==> config.mk <==
export PLATFORM = sky130hd
export DESIGN_NAME = neander_x_muldiv_seq
export DESIGN_NICKNAME = d
export VERILOG_FILES = /design/src/rtl/neander_x_muldiv_seq.sv
export SDC_FILE = /design/constraint.sdc
export NUM_CORES = 1
export LEC_CHECK = 0
export CAP_MARGIN = 5
export CORE_MARGIN = 5
export CORE_UTILIZATION = 46
export CTS_BUF_LIST = sky130_fd_sc_hd__clkbuf_4 sky130_fd_sc_hd__clkbuf_8
export CTS_CLUSTER_DIAMETER = 200
export DETAILED_ROUTE_END_ITERATION = 8
export PLACE_DENSITY = 0.71
export SLEW_MARGIN = 10
export SYNTH_ARGS = -nofsm -noshare
export SYNTH_HDL_FRONTEND = slang
export SYNTH_SLANG_ARGS = --single-unit
export TNS_END_PERCENT = 50
==> constraint.sdc <==
create_clock -name clk -period 2.6 [get_ports clk]
set_input_delay 0.65 -clock clk [delete_from_list [all_inputs] [get_ports clk]]
set_output_delay 0.65 -clock clk [all_outputs]
set_load 0.1 [all_outputs]
==> src/rtl/neander_x_muldiv_seq.sv <==
// -----------------------------------------------------------------------------
// neander_x_muldiv_seq
//   Iterative MUL / DIV / MOD sequencer for the NEANDER-X datapath.
//   MUL uses shift-add over a 2*WIDTH product register.
//   DIV and MOD use restoring division.
//   Result, high and carry encodings match ALU ops 1001/1010/1011.
//
// Ports
//   clk       rising-edge clock
//   rst_n     asynchronous active-low reset
//   start_i   request, accepted only in IDLE or DONE
//   abort_i   synchronous cancel; also blocks a start in the same cycle
//   op_i      00 MUL, 01 DIV, 10 MOD, 11 reserved
//   a_i/b_i   multiplicand/dividend, multiplier/divisor
//   busy_o    high while iterating
//   done_o    one-cycle completion pulse
//   result_o  MUL low | DIV quotient | MOD remainder
//   high_o    MUL high | DIV remainder | MOD quotient
//   carry_o   MUL: high!=0; DIV/MOD: divide-by-zero
//
// Configuration macro: NEANDER_X_MULDIV_EARLY_TERM_EN
//   When defined, MUL finishes once the remaining multiplier bits are all zero.
// -----------------------------------------------------------------------------
module neander_x_muldiv_seq #(
   parameter int WIDTH = 8
) (
   input  logic             clk,
   input  logic             rst_n,
   input  logic             start_i,
   input  logic             abort_i,
   input  logic [1:0]       op_i,
   input  logic [WIDTH-1:0] a_i,
   input  logic [WIDTH-1:0] b_i,
   output logic             busy_o,
   output logic             done_o,
   output logic [WIDTH-1:0] result_o,
   output logic [WIDTH-1:0] high_o,
   output logic             carry_o
);

   // S_SHORT is the single non-busy cycle for divide-by-zero and the reserved op.
   typedef enum logic [1:0] {
      S_IDLE  = 2'd0,
      S_RUN   = 2'd1,
      S_SHORT = 2'd2,
      S_DONE  = 2'd3
   } state_t;

   localparam logic [1:0] OP_MUL = 2'b00;
   localparam logic [1:0] OP_DIV = 2'b01;
   localparam logic [1:0] OP_MOD = 2'b10;

   state_t             r_state;
   logic [3:0]         r_cnt;
   logic [1:0]         r_op;
   logic [WIDTH-1:0]   r_opa;
   logic [WIDTH-1:0]   r_opb;
   logic [2*WIDTH-1:0] r_prod;
   logic [WIDTH-1:0]   r_rem;
   logic [WIDTH-1:0]   r_q;
`ifdef NEANDER_X_MULDIV_EARLY_TERM_EN
   logic [WIDTH-1:0]   r_mrem;
`endif

   logic [WIDTH:0]     w_sum;
   logic [WIDTH:0]     w_acc_next;
   logic [2*WIDTH-1:0] w_prod_next;
   logic [2*WIDTH-1:0] w_prod_final;
   logic               w_mul_last;
   logic [WIDTH:0]     w_shift;
   logic               w_qbit;
   logic [WIDTH-1:0]   w_diff;
   logic [WIDTH-1:0]   w_rem_next;
   logic [WIDTH-1:0]   w_q_next;
   logic               w_short;

   // One shift-add step and one restoring-divide step, computed from the current registers.
   always_comb begin
      w_sum       = {1'b0, r_prod[2*WIDTH-1:WIDTH]} + {1'b0, r_opa};
      w_acc_next  = r_prod[0] ? w_sum : {1'b0, r_prod[2*WIDTH-1:WIDTH]};
      w_prod_next = {w_acc_next, r_prod[WIDTH-1:1]};
`ifdef NEANDER_X_MULDIV_EARLY_TERM_EN
      // The remaining shifts only move zeros in, so apply them all at once.
      w_mul_last   = ((r_mrem >> 1) == {WIDTH{1'b0}});
      w_prod_final = w_prod_next >> r_cnt;
`else
      w_mul_last   = (r_cnt == 4'd0);
      w_prod_final = w_prod_next;
`endif
      w_shift = {r_rem, r_q[WIDTH-1]};
      w_qbit  = (w_shift >= {1'b0, r_opb});
      // The remainder after a successful trial is below the divisor, so the low WIDTH bits are exact.
      w_diff     = w_shift[WIDTH-1:0] - r_opb;
      w_rem_next = w_qbit ? w_diff : w_shift[WIDTH-1:0];
      w_q_next   = {r_q[WIDTH-2:0], w_qbit};
      w_short    = (op_i == 2'b11) || ((op_i != OP_MUL) && (b_i == {WIDTH{1'b0}}));
   end

   // Control FSM, datapath registers and registered outputs.
   always_ff @(posedge clk or negedge rst_n) begin
      if (!rst_n) begin
         r_state  <= S_IDLE;
         r_cnt    <= 4'd0;
         r_op     <= 2'b00;
         r_opa    <= {WIDTH{1'b0}};
         r_opb    <= {WIDTH{1'b0}};
         r_prod   <= {(2*WIDTH){1'b0}};
         r_rem    <= {WIDTH{1'b0}};
         r_q      <= {WIDTH{1'b0}};
`ifdef NEANDER_X_MULDIV_EARLY_TERM_EN
         r_mrem   <= {WIDTH{1'b0}};
`endif
         busy_o   <= 1'b0;
         done_o   <= 1'b0;
         result_o <= {WIDTH{1'b0}};
         high_o   <= {WIDTH{1'b0}};
         carry_o  <= 1'b0;
      end else begin
         case (r_state)
            S_IDLE, S_DONE: begin
               done_o <= 1'b0;
               if (start_i && !abort_i) begin
                  r_op   <= op_i;
                  r_opa  <= a_i;
                  r_opb  <= b_i;
                  r_cnt  <= 4'(WIDTH - 1);
                  r_prod <= {{WIDTH{1'b0}}, b_i};
                  r_rem  <= {WIDTH{1'b0}};
                  r_q    <= a_i;
`ifdef NEANDER_X_MULDIV_EARLY_TERM_EN
                  r_mrem <= b_i;
`endif
                  if (w_short) begin
                     r_state <= S_SHORT;
                     busy_o  <= 1'b0;
                  end else begin
                     r_state <= S_RUN;
                     busy_o  <= 1'b1;
                  end
               end else begin
                  r_state <= S_IDLE;
                  busy_o  <= 1'b0;
               end
            end
            S_RUN: begin
               if (abort_i) begin
                  r_state <= S_IDLE;
                  busy_o  <= 1'b0;
               end else begin
                  r_cnt <= r_cnt - 4'd1;
                  case (r_op)
                     OP_MUL: begin
                        r_prod <= w_prod_next;
`ifdef NEANDER_X_MULDIV_EARLY_TERM_EN
                        r_mrem <= r_mrem >> 1;
`endif
                        if (w_mul_last) begin
                           r_state  <= S_DONE;
                           busy_o   <= 1'b0;
                           done_o   <= 1'b1;
                           result_o <= w_prod_final[WIDTH-1:0];
                           high_o   <= w_prod_final[2*WIDTH-1:WIDTH];
                           carry_o  <= (w_prod_final[2*WIDTH-1:WIDTH] != {WIDTH{1'b0}});
                        end else begin
                           r_state <= S_RUN;
                        end
                     end
                     OP_DIV, OP_MOD: begin
                        r_rem <= w_rem_next;
                        r_q   <= w_q_next;
                        if (r_cnt == 4'd0) begin
                           r_state  <= S_DONE;
                           busy_o   <= 1'b0;
                           done_o   <= 1'b1;
                           result_o <= (r_op == OP_DIV) ? w_q_next : w_rem_next;
                           high_o   <= (r_op == OP_DIV) ? w_rem_next : w_q_next;
                           carry_o  <= 1'b0;
                        end else begin
                           r_state <= S_RUN;
                        end
                     end
                     default: begin
                        // The reserved op never enters RUN; recover to IDLE if it does.
                        r_state <= S_IDLE;
                        busy_o  <= 1'b0;
                     end
                  endcase
               end
            end
            S_SHORT: begin
               if (abort_i) begin
                  r_state <= S_IDLE;
               end else begin
                  r_state <= S_DONE;
                  done_o  <= 1'b1;
                  case (r_op)
                     OP_DIV: begin
                        result_o <= {WIDTH{1'b1}};
                        high_o   <= r_q;
                        carry_o  <= 1'b1;
                     end
                     OP_MOD: begin
                        result_o <= r_q;
                        high_o   <= {WIDTH{1'b1}};
                        carry_o  <= 1'b1;
                     end
                     default: begin
                        result_o <= {WIDTH{1'b0}};
                        high_o   <= {WIDTH{1'b0}};
                        carry_o  <= 1'b0;
                     end
                  endcase
               end
            end
            default: begin
               r_state <= S_IDLE;
               busy_o  <= 1'b0;
               done_o  <= 1'b0;
            end
         endcase
      end
   end

endmodule

==> results.ini, run 1 <==
[global_routing]
grt_overflow = 0
antenna_found_initial = 0
grt_pass1_vias = 4097
grt_max_degree = 76
grt_pass1_wl_mm = 21.0
grt_util_all_layers_pct = 20.6

[floorplan]
die_x_um = 112
core-area_um2 = 10200
die_area_um2 = 12600
num_io_pins = 41
die_y_um = 112
floorplan.initialDensity_pct = 46.9
rows = 37

[pwr]
swShare_pct = 48.3
power_density_nw_per_um2 = 927
p_seq_share_pct = 32.8
p_switching_mw = 2.52
pwr-share-comb_pct = 47.5
p_int_mw = 2.69
clockPowerShare_pct = 19.8
ir_worst_vdd_mv = 0.739
leakage_nw = 2.44

[yosys]
async_flop_share_pct = 100
ys_ff_latch = 75
ys_seq_area_share_pct = 39.1
synth.cell_area_um2 = 4800
synth_nets = 570
synth_ff_type = dfrtp_1
syn_area_per_cell_um2 = 9.19
synth_cells = 522
yosys-top-cells-area = dfrtp_1 39%, o21ai_0 7.3%, ha_1 6.3%
synth_top_area_share_pct = 39.1
synth_edf_count = 0
synth_top_area_cell = dfrtp_1
synth_cell_types = 64
ys_warn_count = 0

[critical_path]
end_kind = flop
crit_fanout = 5
r2r_slack_ns = 0.20
cp_num_buf_inv = 0
rr_worst_depth = 8
cp_cell_sequence = ha_1, fa_1, a21o_1, o2bb2ai_1, or3_1, a31oi_1, and4_1, a21oi_1
criticalPathCategory = flop to flop
slowest_stage = fa_1
timing.rr.start = r_prod[8]
crit_family = adder cells
r2r_end = carry_o
crit_arrival_ns = 2.64
startpoint_type = flop
cp.required_ns = 2.84
cp_slowest_stage_delay_ns = 0.42

[cts]
cts_hold_buf = 0
cts_max_level = 3
cts-root-buf = clkbuf_8
path_clk_slew_ns = 0.09
cts_tree = yes
numCtsBuffers = 9
clk_path_buf_depth = 2
clock-sinks = 75
worstSkewPairLatency_ns = 0.36

[routing]
via_per_inst = 5.96
ant_nets = 0
wl_per_cell_um = 18.4
route.vias.total = 4229
drt_wl_total_mm = 13.1
drt_first_pass_iters = 5
drc = 0
drt_iter0_markers = 371

[timing]
maxClockFrequency_ghz = 0.417
rsz0062_at_grt = false
worstMarginPinSlew_ns = 0.959
period_minus_slack_ns = 2.40
setup_viol = 0
slew_headroom_pct = 36.1
slew_viol_final = 0
fin_worst_skew_ns = 0.0122
finalCritPeriodShare_pct = 92.2
fin_tns_setup_ns = 0
hold_viol_final = 0

[hold_path]
hp-class = input port to asynchronous set/reset pin

[place]
globalplace.congestion = 0.973
dp_hpwl_mm = 9.79
io_buffers = 40

[run]
drv_cap = 0

[run_status]
status = complete, no violations

[layout]
areaGrowthSynthToFinish_pct = 17.3
layout_common_cells = 75 x dfrtp_1, 69 x o21ai_0, 52 x nand2_1
n_antenna_cell = 0
layout.nets = 617
fin_util_pct = 55.0
final_common_cell = dfrtp_1
drive_above_1_share_pct = 15.2

power groups by stage:
| stage | registers (mW) | logic [mW] | clock network, mW |
|---|---|---|---|
| floorplan | 2.55 | 0.936 | 0 |
| global placement | 1.72 | 2.42 | 0 |
| detailed placement | 1.73 | 2.45 | 0 |
| CTS | 1.71 | 2.45 | 1.04 |
| global route | 1.74 | 2.62 | 1.10 |
| finish | 1.71 | 2.47 | 1.03 |
state kept, by name, indices dropped and copies added, names as in the netlist:
signal and flops:
r_prod 16, high_o 8, r_opa 8, r_opb 8, r_q 8, r_rem 8
result_o 8, r_cnt 4, r_op 2, r_state 2, busy_o 1, carry_o 1
done_o 1
cells in the mapped netlist, types with 3 or more instances:
cell	n
o221ai_1	4
a22o_1	4
o22a_1	5
and3_1	5
o2111ai_1	6
nor3_1	4
a31oi_1	6
o211ai_1	8
nor3b_1	5
xor2_1	5
a21oi_1	25
nor4_1	3
a21o_1	8
nand2b_1	4
mux2_2	20
and2_1	3
inv_1	27
dfrtp_1	75
nor2_1	36
mux2i_1	27
o21ai_0	70
clkbuf_1	20
xnor2_1	4
nand2_1	52
nand3_1	9
a211oi_1	6
o22ai_1	5
nor2b_1	6
ha_1	24
layer usage:
layer	global-route usage (%)	share of wire, %	routed length (µm)
met4	9.70	4.0	518
met5	0	0	0
met1	27.4	44	5700
met3	3.72	4.9	642
met2	32.8	48	6210
cell type report:
cell class | count | area (µm²)
Clock buffer | 9 | 124
Clock inverter | 7 | 98.8
Fill cell | 931 | 4600
Inverter | 27 | 101
Multi-Input combinational cell | 394 | 2720
Sequential cell | 75 | 1880
Tap cell | 136 | 170
Timing Repair Buffer | 62 | 541
worst max path at each step:
stage	start	to	slack, ns	depth (start not counted)
5_1_grt	r_rem[5]	high_o[2]	0.07	7
6_report	r_prod[8]	carry_o	0.20	8
3_5_place_dp	r_q[7]	high_o[6]	0.07	10
3_3_place_gp	r_q[7]	high_o[6]	0.18	10
4_1_cts	r_q[7]	high_o[4]	0.04	10
2_1_floorplan	r_q[7]	high_o[4]	0.32	10
what timing repair did:
action,4_1_cts,5_1_grt
buffers inserted,0,3
endpoints found under the hold margin,0,0
setup endpoints to repair,0,5
gates resized for setup,0,2
per-stage QoR:
stage	setup WS (ns)	instances	hold slack (ns)	area, µm²	total power [mW]
final	0.203	710	0.435	5630	5.22
after global routing	0.0707	710	0.516	5630	5.46
after detailed placement	0.0703	691	0.494	5370	4.18
after CTS	0.0438	707	0.468	5600	5.20
after global placement	0.178	691	0.488	5370	4.13
after floorplan	0.323	522	0.354	4800	3.49
cells by family after synthesis:
| family | share of synthesized area, % |
|---|---|
| simple gates | 13.1 |
| buf+inv | 4.51 |
| xor+xnor | 1.64 |
| fa+ha+maj | 7.09 |
| flops | 39.1 |
| compound gates | 23.9 |
| mux | 10.6 |
(Power assumes the default switching activity.)
==> inputs of run 2 (changes only) <==
==> constraint.sdc (replaced) <==
create_clock -name clk -period 2.8 [get_ports clk]
set_input_delay 0.7 -clock clk [delete_from_list [all_inputs] [get_ports clk]]
set_output_delay 0.7 -clock clk [all_outputs]
set_load 0.1 [all_outputs]
==> results.ini, run 2 (synthesized netlist as in run 1, its figures left out) <==
[floorplan]
die_x_um = 112  ; unchanged
rows = 37  ; unchanged
floorplan.initialDensity_pct = 46.9  ; unchanged
core-area_um2 = 10200  ; unchanged
die_y_um = 112  ; unchanged
die_area_um2 = 12600  ; unchanged
num_io_pins = 41  ; unchanged

[timing]
maxClockFrequency_ghz = 0.393  ; was 0.417 GHz
hold-worst-slack_ns = 0.336  ; was 0.435 ns
rsz0062_at_grt = false  ; unchanged
setup_viol = 0  ; unchanged
finalCritPeriodShare_pct = 90.8  ; was 92.2%
slew_viol_final = 0  ; unchanged
hold_viol_final = 0  ; unchanged
slew_headroom_pct = 52.3  ; was 36.1%
worstMarginPinSlew_ns = 0.715  ; was 0.959 ns
fin_worst_skew_ns = 0.0132  ; was 0.0122 ns
fin_tns_setup_ns = 0  ; unchanged
period_minus_slack_ns = 2.54  ; was 2.40 ns

[critical_path]
cp_slowest_stage_delay_ns = 0.43  ; was 0.42 ns
startpoint = r_q[7]  ; was r_prod[8]
crit_top_cell = inv_1
cp.required_ns = 3.04  ; was 2.84 ns
timing.rr.start = r_q[7]  ; was r_prod[8]
crit_fanout = 5  ; unchanged
startpoint_type = flop  ; unchanged
cp_cell_sequence = inv_1, ha_1, inv_1, fa_1, a211oi_2, nor2_1, xnor2_1, mux2i_1, o221ai_1, mux2_4  ; was ha_1, fa_1, a21o_1, o2bb2ai_1, or3_1, a31oi_1, and4_1, a21oi_1
criticalPathCategory = flop to flop  ; unchanged
crit_arrival_ns = 2.78  ; was 2.64 ns
slowest_stage = dfrtp_1  ; was fa_1
end_kind = flop  ; unchanged

[place]
dpl_cell_area_um2 = 5390  ; was 5370 µm²
dp_hpwl_mm = 9.89  ; was 9.79 mm
placed_cells = 691  ; unchanged
io_buffers = 40  ; unchanged
globalplace.congestion = 0.980  ; was 0.973

[cts]
cts-root-buf = clkbuf_8  ; unchanged
numCtsBuffers = 9  ; unchanged
cts_max_level = 3  ; unchanged
clock-sinks = 75  ; unchanged
worstSkewPairLatency_ns = 0.36  ; about the same
path_clk_slew_ns = 0.09  ; about the same
clk_path_buf_depth = 2  ; unchanged
cts_hold_buf = 0  ; unchanged
cts_tree = yes  ; unchanged

[global_routing]
grt_pass1_vias = 4042  ; was 4097
grt_pass1_wl_mm = 20.9  ; was 21.0 mm
grt_util_all_layers_pct = 20.6  ; about the same
grt_overflow = 0  ; unchanged
grt_max_degree = 76  ; unchanged
antenna_found_initial = 0  ; unchanged

[routing]
drt_iter0_markers = 318  ; was 371
wl_per_cell_um = 18.2  ; was 18.4 µm
drt_first_pass_iters = 5  ; unchanged
ant_nets = 0  ; unchanged
drc = 0  ; unchanged
via_per_inst = 5.83  ; was 5.96
drt_wl_total_mm = 12.9  ; was 13.1 mm
route.vias.total = 4136  ; was 4229

[layout]
fin_cells = 710  ; unchanged
fin_util_pct = 54.9  ; was 55.0%
design_area_um2 = 5620  ; was 5630 µm²
final_common_cell = dfrtp_1  ; unchanged
layout.nets = 617  ; unchanged
layout_common_cells = 75 x dfrtp_1, 69 x o21ai_0, 52 x nand2_1  ; unchanged
areaGrowthSynthToFinish_pct = 17.1  ; was 17.3%
regMostFlops = r_prod  ; unchanged
largest_reg_flops = 16  ; unchanged
drive_above_1_share_pct = 15.0  ; was 15.2%
n_antenna_cell = 0  ; unchanged

[pwr]
swShare_pct = 50.3  ; was 48.3%
clockPowerShare_pct = 17.6  ; was 19.8%
p_seq_share_pct = 33.7  ; was 32.8%
pwr-share-comb_pct = 48.6  ; was 47.5%
leakage_nw = 2.44  ; about the same
p_switching_mw = 2.36  ; was 2.52 mW
p_int_mw = 2.34  ; was 2.69 mW
ir_worst_vdd_mv = 0.499  ; was 0.739 mV
power_density_nw_per_um2 = 836  ; was 927 nW/µm²

[hold_path]
hp-class = input port to asynchronous set/reset pin  ; unchanged

[run]
drv_cap = 0  ; unchanged

[run_status]
status = complete, no violations  ; unchanged

[run 2: final timing paths]
| check | end | slack [ns] | depth (start not counted) |
|---|---|---|---|
| max in group asynchronous | high_o[0] | 2.13 | 2 |
| min | r_state[0] | 0.34 | 2 |
| min reg2reg | r_opb[1] | 0.51 | 1 |
| max | high_o[4] | 0.26 | 10 |
| min in group clk | r_opb[1] | 0.51 | 1 |
| max reg2reg | high_o[4] | 0.26 | 10 |
[run 2: final cells by class]
cell class	instances	area, µm²
Clock buffer	9	124
Clock inverter	7	66.3
Fill cell	938	4610
Inverter	27	101
Multi-Input combinational cell	394	2710
Sequential cell	75	1880
Tap cell	136	170
Timing Repair Buffer	62	566
[run 2: power groups by stage]
stage	logic, mW	clock network (mW)	registers, mW
floorplan	0.869	0	2.37
global placement	2.25	0	1.60
detailed placement	2.27	0	1.60
CTS	2.28	0.847	1.58
global route	2.42	0.895	1.62
finish	2.28	0.828	1.58
[run 2: critical path, delay by kind of cell, from the launching register on]
| kind | cells | cell delay (ns) |
|---|---|---|
| mux | 2 | 0.57 |
| buf+inv | 2 | 0.18 |
| simple gates | 1 | 0.09 |
| fa+ha+maj | 2 | 0.61 |
| compound gates | 2 | 0.43 |
| xor+xnor | 1 | 0.13 |
| flops | 1 | 0.43 |
[run 2: routing by layer]
metal	share of wire [%]	track usage, %	vias up
met1	44	27.2	1999
li1	-	-	1994
met2	49	34.0	118
met5	0	0	-
met4	3.2	8.57	0
met3	4.7	2.96	25
[run 2: repair_timing]
item                                    in CTS  in global routing
gates resized for setup                      0                  1
setup buffers                                0                  3
endpoints found under the setup margin       0                  1
[run 2: metrics by stage]
step | worst slack [ns] | power (mW)
final | 0.259 | 4.70
after CTS | 0.138 | 4.71
after global routing | 0.0838 | 4.94
after detailed placement | 0.169 | 3.88
after floorplan | 0.523 | 3.24
after global placement | 0.226 | 3.85
==> inputs of run 3 (changes only) <==
--- a/config.mk
+++ b/config.mk
@@ -5,7 +5,8 @@
 export SDC_FILE = /design/constraint.sdc
 export NUM_CORES = 1
 export LEC_CHECK = 0
-export CAP_MARGIN = 5
+export ABC_AREA = 1
+export CAP_MARGIN = 0
 export CORE_MARGIN = 5
 export CORE_UTILIZATION = 46
 export CTS_BUF_LIST = sky130_fd_sc_hd__clkbuf_4 sky130_fd_sc_hd__clkbuf_8
==> results.ini, run 3 <==
[run_status]
status = complete, no violations  ; unchanged

[yosys]
synth.cell_area_um2 = 4870  ; was 4800 µm²
synth_top_area_cell = dfrtp_1  ; unchanged
ys_seq_area_share_pct = 38.6  ; was 39.1%
async_flop_share_pct = 100  ; unchanged
synth_cells = 656  ; was 522
synth_common_cells = 145 x nand2_1, 79 x inv_1, 75 x dfrtp_1, 70 x a21oi_1, 69 x nor2_1  ; was 75 x dfrtp_1, 70 x o21ai_0, 52 x nand2_1, 36 x nor2_1
syn_area_per_cell_um2 = 7.42  ; was 9.19 µm²
synth_nets = 704  ; was 570
synth_cell_types = 43  ; was 64
ys_warn_count = 0  ; unchanged
synth_ff_type = dfrtp_1  ; unchanged
ys_ff_latch = 75  ; unchanged
synth_edf_count = 0  ; unchanged
synth_top_area_share_pct = 38.6  ; was 39.1%
yosysMostFrequentCell = nand2_1  ; was dfrtp_1
yosys-top-cells-area = dfrtp_1 39%, nand2_1 11%, a21oi_1 7.2%  ; was dfrtp_1 39%, o21ai_0 7.3%, ha_1 6.3%

[layout]
final_common_cell = nand2_1  ; was dfrtp_1
layout_common_cells = 145 x nand2_1, 79 x inv_1, 75 x dfrtp_1  ; was 75 x dfrtp_1, 69 x o21ai_0, 52 x nand2_1
regMostFlops = r_prod  ; unchanged
areaGrowthSynthToFinish_pct = 13.9  ; was 17.1%
n_antenna_cell = 0  ; unchanged
layout.nets = 742  ; was 617
design_area_um2 = 5540  ; was 5620 µm²
largest_reg_flops = 16  ; unchanged
drive_above_1_share_pct = 10.7  ; was 15.0%

[routing]
drt_first_pass_iters = 7  ; was 5
drt_wl_total_mm = 13.2  ; was 12.9 mm
drt_iter0_markers = 393  ; was 318
route.vias.total = 4626  ; was 4136
ant_nets = 0  ; unchanged
via_per_inst = 5.54  ; was 5.83
drc = 0  ; unchanged
wl_per_cell_um = 15.8  ; was 18.2 µm

[timing]
setup_viol = 0  ; unchanged
setup_ws_ns = 0.510  ; was 0.259 ns
fin_worst_skew_ns = 0.0119  ; was 0.0132 ns
slew_viol_final = 0  ; unchanged
worstMarginPinSlew_ns = 0.664  ; was 0.715 ns
fin_tns_setup_ns = 0  ; unchanged
finalCritPeriodShare_pct = 81.8  ; was 90.8%
period_minus_slack_ns = 2.29  ; was 2.54 ns
rsz0062_at_grt = false  ; unchanged
slew_headroom_pct = 55.6  ; was 52.3%
maxClockFrequency_ghz = 0.437  ; was 0.393 GHz
hold_viol_final = 0  ; unchanged

[cts]
clock-sinks = 75  ; unchanged
post_cts_buffers = 0  ; unchanged
cts_hold_buf = 0  ; unchanged
path_clk_slew_ns = 0.09  ; about the same
cts-root-buf = clkbuf_8  ; unchanged
numCtsBuffers = 9  ; unchanged
cts.repair.resized = 0  ; unchanged
worstSkewPairLatency_ns = 0.36  ; about the same
clk_path_buf_depth = 2  ; unchanged
cts_tree = yes  ; unchanged
cts_max_level = 3  ; unchanged

[global_routing]
grt_max_degree = 76  ; unchanged
antenna_found_initial = 0  ; unchanged
grt_overflow = 0  ; unchanged
grt_pass1_vias = 4423  ; was 4042
grt_pass1_wl_mm = 21.7  ; was 20.9 mm
grt_util_all_layers_pct = 21.2  ; was 20.6%

[pwr]
p_total_mw = 4.92  ; was 4.70 mW
leakage_nw = 2.73  ; was 2.44 nW
p_switching_mw = 2.48  ; was 2.36 mW
p_int_mw = 2.44  ; was 2.34 mW
power_density_nw_per_um2 = 888  ; was 836 nW/µm²
pwr-share-comb_pct = 51.4  ; was 48.6%
ir_worst_vdd_mv = 0.774  ; was 0.499 mV
clockPowerShare_pct = 17.5  ; was 17.6%
swShare_pct = 50.5  ; was 50.3%
p_seq_share_pct = 31.1  ; was 33.7%

[critical_path]
criticalPathCategory = flop to flop  ; unchanged
r2r_end = high_o[5]  ; was high_o[4]
crit_arrival_ns = 2.53  ; was 2.78 ns
crit_fanout = 13  ; was 5
rr_worst_depth = 9  ; was 10
timing.rr.start = r_rem[3]  ; was r_q[7]
cp.required_ns = 3.04  ; about the same
startpoint_type = flop  ; unchanged
r2r_slack_ns = 0.51  ; was 0.26 ns
end_kind = flop  ; unchanged

[place]
io_buffers = 40  ; unchanged
globalplace.congestion = 0.929  ; was 0.980
dpl_cell_area_um2 = 5340  ; was 5390 µm²
dp_hpwl_mm = 10.2  ; was 9.89 mm
dp_worst_setup_slack_ns = 0.233  ; was 0.169 ns

[floorplan]
die_y_um = 113  ; was 112 µm
floorplan.initialDensity_pct = 47.1  ; was 46.9%
die_area_um2 = 12700  ; was 12600 µm²
num_io_pins = 41  ; unchanged
core-area_um2 = 10300  ; was 10200 µm²
rows = 37  ; unchanged
die_x_um = 113  ; was 112 µm

[hold_path]
hp-class = input port to asynchronous set/reset pin  ; unchanged

[run]
drv_cap = 0  ; unchanged

[run 3: cell count changes after synthesis, moves of 12 or more]
cell / before / now
a21oi_1: 25 / 70
inv_1: 27 / 79
mux2_2: 20 / 8
mux2i_1: 27 / 0
nand2_1: 52 / 145
nand3_1: 9 / 44
nor2_1: 36 / 69
o21ai_0: 70 / 31
o21ai_1: 1 / 13
[run 3: worst max path at each step]
stage	from	to	slack [ns]	cells after the start
floorplan	r_q[7]	high_o[6]	0.95	14
global placement	abort_i	r_q[2]	0.33	10
detailed placement	abort_i	r_prod[5]	0.23	12
CTS	r_rem[3]	high_o[5]	0.52	9
global route	r_q[7]	high_o[6]	0.38	14
finish	r_rem[3]	high_o[5]	0.51	9
[run 3: routing by layer]
| layer | GRT usage [%] | share of wire [%] | up-vias |
|---|---|---|---|
| met4 | 7.21 | 2.8 | 0 |
| met3 | 4.28 | 6.2 | 30 |
| met5 | 0 | 0 | - |
| met2 | 33.5 | 46 | 176 |
| met1 | 29.2 | 45 | 2173 |
| li1 | - | - | 2247 |
[run 3: power by group through the flow]
stage               clock (mW)  sequential [mW]  combinational (mW)
floorplan                    0             2.44                1.01
global placement             0             1.54                2.49
detailed placement           0             1.55                2.52
CTS                      0.881             1.53                2.52
global route             0.928             1.56                2.72
finish                   0.863             1.53                2.53
[run 3: layout make-up]
| cell class | count | area (µm²) |
|---|---|---|
| Multi-Input combinational cell | 474 | 2540 |
| Fill cell | 1013 | 4780 |
| Clock inverter | 4 | 50.0 |
| Inverter | 87 | 332 |
| Timing Repair Buffer | 47 | 415 |
| Sequential cell | 75 | 1880 |
| Clock buffer | 12 | 153 |
| Tap cell | 136 | 170 |
[run 3: logic make-up after synthesis]
group | synth area share [%]
AO/OA/AOI/OAI | 17.7
XOR/XNOR | 0.720
adder cells (fa/ha/maj) | 6.99
buffers and inverters | 9.13
flip-flops | 38.6
multiplexers | 1.85
AND/OR/NAND/NOR | 25.0
[run 3: critical path: stages, from the launching register on]
cell,delay (ns)
dfrtp_1,0.40
ha_1,0.34
a21oi_1,0.35
nand2_1,0.11
nand2_1,0.08
nand4_2,0.31
nand2_1,0.15
nand2_1,0.14
o21ai_0,0.20
a21oi_1,0.09
[run 3: stage by stage]
stage                     hold slack (ns)  cells  util, %
after global routing                0.376    835     53.7
after detailed placement            0.509    819     51.7
final                               0.357    835     53.7
after global placement              0.496    819     51.7
after floorplan                     0.404    656        -
after CTS                           0.370    835     53.7
